## config.mk

```make
export PLATFORM = sky130hd
export DESIGN_NAME = wishbone_arbiter
export DESIGN_NICKNAME = d
export VERILOG_FILES = /design/src/rtl/levenshtein_pkg.sv /design/src/rtl/arbiter_watchdog.sv /design/src/rtl/wishbone_arbiter.sv
export SDC_FILE = /design/constraint.sdc
export NUM_CORES = 1
export LEC_CHECK = 0
export CORE_UTILIZATION = 25
export DETAILED_ROUTE_END_ITERATION = 8
export HOLD_SLACK_MARGIN = 0.03
export PLACE_DENSITY = 0.89
export SLEW_MARGIN = 20
export SYNTH_ARGS = -nofsm -noshare
export SYNTH_HDL_FRONTEND = slang
export SYNTH_SLANG_ARGS = --single-unit
```

## constraint.sdc

```tcl
create_clock -name clk_i -period 4.9 [get_ports clk_i]
set_clock_uncertainty 0.2 [all_clocks]
set_input_delay 0.98 -clock clk_i [delete_from_list [all_inputs] [get_ports clk_i]]
set_output_delay 0.98 -clock clk_i [all_outputs]
set_load 0.005 [all_outputs]
```

## src/rtl/levenshtein_pkg.sv

```systemverilog
// Shared types and constants for the Levenshtein search system's Wishbone fabric.
// Holds the arbiter state encoding and the round-robin pick function.
package levenshtein_pkg;

    typedef enum logic [1:0] {
        IDLE = 2'd0,
        GNT0 = 2'd1,
        GNT1 = 2'd2
    } arb_state_t;

    localparam int   WB_DATA_WIDTH = 8;
    localparam logic MST_HOST      = 1'b0;
    localparam logic MST_ENGINE    = 1'b1;

    // On a tie the master that did not own the bus last wins.
    function automatic arb_state_t arbitrate(input logic req0, input logic req1, input logic last);
        arb_state_t pick;
        if (req0 && req1) begin
            pick = (last == MST_HOST) ? GNT1 : GNT0;
        end else if (req0) begin
            pick = GNT0;
        end else if (req1) begin
            pick = GNT1;
        end else begin
            pick = IDLE;
        end
        return pick;
    endfunction

endpackage

```

## src/rtl/arbiter_watchdog.sv

```systemverilog
// Stall watchdog for the Wishbone arbiter: counts consecutive stalled strobe cycles
// and flags expiry combinationally in the cycle the limit is reached.
module arbiter_watchdog #(
    parameter int TIMEOUT_CYCLES = 255
) (
    input  logic clk_i,
    input  logic rst_ni,
    input  logic stall_i,
    input  logic clr_i,
    output logic expire_o
);

    localparam logic [7:0] LIMIT = 8'(TIMEOUT_CYCLES - 1);

    logic [7:0] cnt_q;
    logic [7:0] cnt_d;

    // cnt_q holds the number of stalled cycles before the current one.
    assign expire_o = stall_i && (cnt_q == LIMIT);

    // Next count: cleared on grant change or any non-stalled cycle.
    always_comb begin
        cnt_d = cnt_q;
        if (clr_i) begin
            cnt_d = 8'd0;
        end else if (stall_i) begin
            cnt_d = cnt_q + 8'd1;
        end else begin
            cnt_d = 8'd0;
        end
    end

    // Counter register with synchronous active-low reset.
    always_ff @(posedge clk_i) begin
        if (!rst_ni) begin
            cnt_q <= 8'd0;
        end else begin
            cnt_q <= cnt_d;
        end
    end

endmodule

```

## src/rtl/wishbone_arbiter.sv

```systemverilog
// Two-master round-robin Wishbone arbiter (host loader / search engine) onto one slave.
// Optional stall watchdog compiled in with the macro WB_ARBITER_TIMEOUT_EN.
module wishbone_arbiter
    import levenshtein_pkg::*;
#(
    parameter int ADDR_WIDTH     = 24,
    parameter int TIMEOUT_CYCLES = 255
) (
    input  logic                     clk_i,
    input  logic                     rst_ni,
    input  logic                     m0_cyc_i,
    input  logic                     m0_stb_i,
    input  logic                     m0_we_i,
    input  logic [ADDR_WIDTH-1:0]    m0_adr_i,
    input  logic [WB_DATA_WIDTH-1:0] m0_dat_i,
    output logic                     m0_ack_o,
    output logic                     m0_err_o,
    output logic                     m0_rty_o,
    output logic [WB_DATA_WIDTH-1:0] m0_dat_o,
    input  logic                     m1_cyc_i,
    input  logic                     m1_stb_i,
    input  logic                     m1_we_i,
    input  logic [ADDR_WIDTH-1:0]    m1_adr_i,
    input  logic [WB_DATA_WIDTH-1:0] m1_dat_i,
    output logic                     m1_ack_o,
    output logic                     m1_err_o,
    output logic                     m1_rty_o,
    output logic [WB_DATA_WIDTH-1:0] m1_dat_o,
    output logic                     s_cyc_o,
    output logic                     s_stb_o,
    output logic                     s_we_o,
    output logic [ADDR_WIDTH-1:0]    s_adr_o,
    output logic [WB_DATA_WIDTH-1:0] s_dat_o,
    input  logic                     s_ack_i,
    input  logic                     s_err_i,
    input  logic                     s_rty_i,
    input  logic [WB_DATA_WIDTH-1:0] s_dat_i,
    output logic [1:0]               gnt_o
);

    arb_state_t state_q, state_d;
    logic       last_q, last_d;
    logic       expire_s;
    logic       g_cyc_s, g_stb_s, g_we_s;
    logic [ADDR_WIDTH-1:0]    g_adr_s;
    logic [WB_DATA_WIDTH-1:0] g_dat_s;
    logic       term_s, gnt0_s, gnt1_s;

    assign gnt0_s = (state_q == GNT0);
    assign gnt1_s = (state_q == GNT1);
    assign term_s = s_ack_i | s_err_i | s_rty_i;

    // Mux the granted master's request onto the slave side; IDLE drives zeros.
    always_comb begin
        g_cyc_s = 1'b0;
        g_stb_s = 1'b0;
        g_we_s  = 1'b0;
        g_adr_s = '0;
        g_dat_s = '0;
        case (state_q)
            GNT0: begin
                g_cyc_s = m0_cyc_i;
                g_stb_s = m0_stb_i;
                g_we_s  = m0_we_i;
                g_adr_s = m0_adr_i;
                g_dat_s = m0_dat_i;
            end
            GNT1: begin
                g_cyc_s = m1_cyc_i;
                g_stb_s = m1_stb_i;
                g_we_s  = m1_we_i;
                g_adr_s = m1_adr_i;
                g_dat_s = m1_dat_i;
            end
            default: begin
                g_cyc_s = 1'b0;
            end
        endcase
    end

`ifdef WB_ARBITER_TIMEOUT_EN
    logic stall_s, grant_chg_s;
    assign stall_s     = g_stb_s & ~term_s;
    assign grant_chg_s = (state_d != state_q);

    arbiter_watchdog #(
        .TIMEOUT_CYCLES(TIMEOUT_CYCLES)
    ) u_watchdog (
        .clk_i   (clk_i),
        .rst_ni  (rst_ni),
        .stall_i (stall_s),
        .clr_i   (grant_chg_s),
        .expire_o(expire_s)
    );
`else
    logic unused_timeout_s;
    assign unused_timeout_s = ^8'(TIMEOUT_CYCLES);
    assign expire_s         = 1'b0;
`endif

    // An expiring cycle is withdrawn from the slave and errored back to the master.
    assign s_cyc_o = g_cyc_s & ~expire_s;
    assign s_stb_o = g_stb_s & ~expire_s;
    assign s_we_o  = g_we_s;
    assign s_adr_o = g_adr_s;
    assign s_dat_o = g_dat_s;

    assign m0_ack_o = gnt0_s & m0_cyc_i & s_ack_i;
    assign m0_err_o = gnt0_s & m0_cyc_i & (s_err_i | expire_s);
    assign m0_rty_o = gnt0_s & m0_cyc_i & s_rty_i;
    assign m1_ack_o = gnt1_s & m1_cyc_i & s_ack_i;
    assign m1_err_o = gnt1_s & m1_cyc_i & (s_err_i | expire_s);
    assign m1_rty_o = gnt1_s & m1_cyc_i & s_rty_i;
    assign m0_dat_o = s_dat_i;
    assign m1_dat_o = s_dat_i;
    assign gnt_o    = {gnt1_s, gnt0_s};

    // Grant FSM: hold while the owner keeps cyc, re-arbitrate on the edge it drops.
    always_comb begin
        state_d = state_q;
        case (state_q)
            IDLE: state_d = arbitrate(m0_cyc_i, m1_cyc_i, last_q);
            GNT0: begin
                if (expire_s) begin
                    state_d = IDLE;
                end else if (m0_cyc_i) begin
                    state_d = GNT0;
                end else begin
                    state_d = arbitrate(1'b0, m1_cyc_i, last_q);
                end
            end
            GNT1: begin
                if (expire_s) begin
                    state_d = IDLE;
                end else if (m1_cyc_i) begin
                    state_d = GNT1;
                end else begin
                    state_d = arbitrate(m0_cyc_i, 1'b0, last_q);
                end
            end
            default: state_d = IDLE;
        endcase
    end

    // Remember the most recently granted master for tie-breaking.
    always_comb begin
        last_d = last_q;
        if ((state_d == GNT0) && (state_q != GNT0)) begin
            last_d = MST_HOST;
        end else if ((state_d == GNT1) && (state_q != GNT1)) begin
            last_d = MST_ENGINE;
        end else begin
            last_d = last_q;
        end
    end

    // State registers; reset favours the host on the first tie.
    always_ff @(posedge clk_i) begin
        if (!rst_ni) begin
            state_q <= IDLE;
            last_q  <= MST_ENGINE;
        end else begin
            state_q <= state_d;
            last_q  <= last_d;
        end
    end

endmodule
```

==> Word level (Yosys, flattened, before mapping) <==
Index checks and enable logic that the tools add are counted.
{ "totals": {"ff_bits": 3, "input_bits": 83, "wordCells": 35} }
{ "op_classes": {"n_eq_ne": 6, "mux": 14, "bitwise_logic": 8, "reduce_logical": 5} }
{ "ops": {"columns": ["op", "n"], "rows": [
  ["one-hot mux 24 bit (2 select lines)", 1],
  ["one-hot mux 8 bit (2 select lines)", 1],
  ["2-to-1 mux 2 bit", 5],
  ["AND 1 bit", 8],
  ["one-hot mux 1 bit (2 select lines)", 3],
  ["one-hot mux 2 bit (3 select lines)", 1],
  ["equality test 2 x 1 -> 1 bit (second input constant)", 2],
  ["equality test 2 bit (second input constant)", 2],
  ["logical AND 1 bit", 3],
  ["2-to-1 mux 1 bit", 3],
  ["zero test 2 bit", 1],
  ["!= test 2 x 1 -> 1 bit (second input constant)", 1],
  ["!= test 2 bit (second input constant)", 1],
  ["nonzero test 2 bit", 1]
]} }

==> Logic depth before layout (Yosys ltp) <==
{ "depth": {"word_depth": 8, "mapped_depth": 7, "ltp_nobuf": 6} }

==> Least setup slack after synthesis <==
No wires, ideal clock.
{ "synth_timing": {"path_type": "input-to-output", "from": "input m1_adr_i[23]", "to": "output s_adr_o[23]", "arrival_time_ps": 1205, "path_slack_ps": 2515, "stages": 2, "cell_sequence": "a22oi_1 nor2b_1"} }
{ "synth_between": {"elab_chain_cells": 1} }
{ "synth_rtl": {"columns": ["item", "line_no", "rtl"], "rows": [
  ["start, declared", "wishbone_arbiter.sv:23", "input logic [ADDR_WIDTH-1:0] m1_adr_i,"],
  ["one-hot mux 24 bit (2 select lines)", "wishbone_arbiter.sv:60", "case (state_q)"],
  ["end, declared", "wishbone_arbiter.sv:32", "output logic [ADDR_WIDTH-1:0] s_adr_o,"]
]} }
Every way passes these cells.

==> Worst setup path after layout <==
{ "layout_timing": {"from": "register state_q[1]", "to": "output s_adr_o[19]"} }
{ "layout_between": {"elab_chain_cells": 2} }
{ "layout_rtl": {"columns": ["item", "line_no", "rtl"], "rows": [
  ["start, declared", "wishbone_arbiter.sv:41", "arb_state_t state_q, state_d;"],
  ["start signal, assigned", "wishbone_arbiter.sv:163", "state_q <= state_d;"],
  ["equality test 2 bit or equality test 2 x 1 -> 1 bit (tied branches)", "wishbone_arbiter.sv:60", null],
  ["one-hot mux 24 bit (2 select lines) (*)", "wishbone_arbiter.sv:60", null]
]} }
Mark *: on every way between the ends. The rest lies on a longest branch, timed or not.

==> impl_metrics.env <==
export IMPL_mostFrequentLayoutCell="clkdlybuf4s50_1"
export IMPL_worst_pin_slew_ps=894.7
export IMPL_place_ws_ps=1345
export IMPL_gp_congestion=0.8287
export IMPL_ys_types=21
export IMPL_required_ps=3720
export IMPL_final_area_um2=2044
export IMPL_worst_setup_path_end_kind="output pin"
export IMPL_wl_per_cell_um=13.23
export IMPL_clkSinkCount=3
export IMPL_setup_viol=0
export IMPL_ys_seq_area_frac=0.06283
export IMPL_syn_to_final_growth_pct=113.9
export IMPL_track_usage=0.1719
export IMPL_port_buffers=117
export IMPL_p_comb_frac=0.642
export IMPL_gr_usage_met2=0.3298
export IMPL_grt_busiest_layer="met2"
export IMPL_ctsHoldBuffers=0
export IMPL_initial_core_util=0.2611
export IMPL_root_buffer="clkbuf_8"
export IMPL_internal_power_w=0.0001988
export IMPL_multi_input_area_um2=678.2
export IMPL_rsz0062_at_grt="no"
export IMPL_die_h_um=63.84
export IMPL_clk_latency_ps=210
export IMPL_fin_nets=313
export IMPL_grt_pass1_vias=1339
export IMPL_ant_nets=0
export IMPL_drtIter0Drc=74
export IMPL_synth_cells=133
export IMPL_slew_limit_headroom=0.4035
export IMPL_final_util=0.5584
export IMPL_post_cts_buffers=0
export IMPL_die_area_um2=4075
export IMPL_swShare=0.2926
export IMPL_cts_htree_levels=1
export IMPL_holdCritPathClass="flop to flop"
export IMPL_maxCapViolCount=0
export IMPL_cellPowerDensity_nw_per_um2=137.5
export IMPL_vias=1304
export IMPL_slew_viol_final=0
export IMPL_register_area_um2=60.06
export IMPL_ctsLongestPathBuffers=2
export IMPL_netlist_area_um2=955.9
export IMPL_grt_first_pass_wirelength_um=5733
export IMPL_core_area_um2=3661
export IMPL_yosys_warnings=0
export IMPL_drtPass1Iterations=4
export IMPL_hold_ws_ps=329.8
export IMPL_setup_slack_ps=1203
export IMPL_viasPerCell=4.777
export IMPL_hold_viol=0
export IMPL_postSynthNetCount=220
export IMPL_pwr_share_clk=0.253
export IMPL_grt_max_degree=36
export IMPL_worstPathArrival_ps=2520
export IMPL_p_seq_frac=0.105
export IMPL_r2r_setup_slack_ps=2410
export IMPL_cts_made_buffers=3
export IMPL_gr_total_overflow=0
export IMPL_cts_tree="done"
export IMPL_grtUsageMet3=0.03750
export IMPL_worstPathMaxFanout=23
export IMPL_avgSynthCellArea_um2=7.187
export IMPL_peakVddDrop_mv=0.1730
export IMPL_diodes=0
export IMPL_grt_antenna_before_repair=0
export IMPL_status="completed"
export IMPL_leakage_nw=0.7184
export IMPL_drive_gt1_frac=0.03556
export IMPL_drc=0
export IMPL_worstSetupStartpointType="flop"
export IMPL_drt_wl_total_um=3612
export IMPL_min_period_ps=3697
export IMPL_fp_dieW_um=63.84
export IMPL_p_sw_w=0.00008225
export IMPL_critPathKind="flop to output pin"
export IMPL_rows=22
export IMPL_final_fill_count=354
export IMPL_finalCritPeriodShare=0.7544
export IMPL_final_cell_mix="clkdlybuf4s50_1 (117), nor2b_1 (36), a22oi_1 (35)"
export IMPL_use_met1=0.1809
export IMPL_clock_fmax_ghz=0.2705
export IMPL_ys_ff_latch=3
export IMPL_dpl_cell_area_um2=1999
export IMPL_clk_pin_slew_ps=30
export IMPL_setup_tns_ps=0
export IMPL_ios=142
export IMPL_hpwl_um=2749
export IMPL_cts_resized=0
cells in the mapped netlist:
library cell,count,area [um^2]
nor2_1,3,11.26
o41ai_2,1,16.27
a21oi_1,2,10.01
inv_1,3,11.26
clkbuf_1,3,11.26
nand2b_1,1,6.260
o22ai_1,1,6.260
inv_2,1,3.750
o211a_1,2,20.02
a22oi_1,35,262.8
buf_6,1,11.26
nand3_1,1,5.000
o2111ai_1,1,8.760
and3_1,6,37.54
buf_2,9,45.04
nand2_1,1,3.750
nor2b_1,36,225.2
ha_1,4,50.05
dfxtp_1,3,60.06
mux2_4,1,15.01
buf_4,18,135.1
sequential cells by signal (all words and copies together), names as in the netlist:
name and cells:
state_q 2, last_q 1
stage by stage:
step,power (W),cells
finish,0.0002811,273
global route,0.0003012,273
CTS,0.0002845,273
detailed placement,0.0002114,269
global placement,0.0002084,269
floorplan,0.0001220,133
path summary, 6_finish.rpt:
check | from | end | depth (start not counted)
min reg2reg | last_q | last_q | 2
min | last_q | last_q | 2
max | state_q[1] | s_adr_o[19] | 6
max reg2reg | state_q[0] | last_q | 6
final cells by class:
| type | count | share of cell area |
|---|---|---|
| tap | 48 | 0.02938 |
| inverter | 4 | 0.007344 |
| timing repair buffer | 119 | 0.5802 |
| clock buffer | 4 | 0.02203 |
| sequential | 3 | 0.02938 |
| multi-input combinational | 95 | 0.3317 |
metal layers:
| layer | part of all wire | wire length, um | vias up |
|---|---|---|---|
| li1 | - | - | 643 |
| met1 | 0.40 | 1451 | 593 |
| met2 | 0.52 | 1870 | 63 |
| met3 | 0.072 | 260 | 5 |
| met4 | 0.0080 | 29 | 0 |
| met5 | 0 | 0 | - |
power by group through the flow:
| stage | clock network, W | registers, W | logic (W) |
|---|---|---|---|
| after global routing | 0.0000752 | 0.0000299 | 0.000196 |
| after global placement | 0 | 0.0000297 | 0.000179 |
| after floorplan | 0 | 0.0000293 | 0.0000927 |
| after CTS | 0.0000725 | 0.0000296 | 0.000182 |
| final | 0.0000710 | 0.0000296 | 0.000180 |
| after detailed placement | 0 | 0.0000299 | 0.000181 |
cell families after synthesis:
kind of cell             share of synthesized area
multiplexers                               0.01570
flip-flops                                 0.06283
AO/OA/AOI/OAI                               0.3390
buffers and inverters                       0.2277
AND/OR/NAND/NOR                             0.3024
adder cells (fa/ha/maj)                    0.05236
worst max-delay path: stages, from the launching register on:
cell and delay [ps]:
dfxtp_1 320, inv_1 80, ha_1 710, buf_4 380, a22oi_1 110, nor2b_1 170, clkdlybuf4s50_1 540
(Power assumes the default switching activity.)
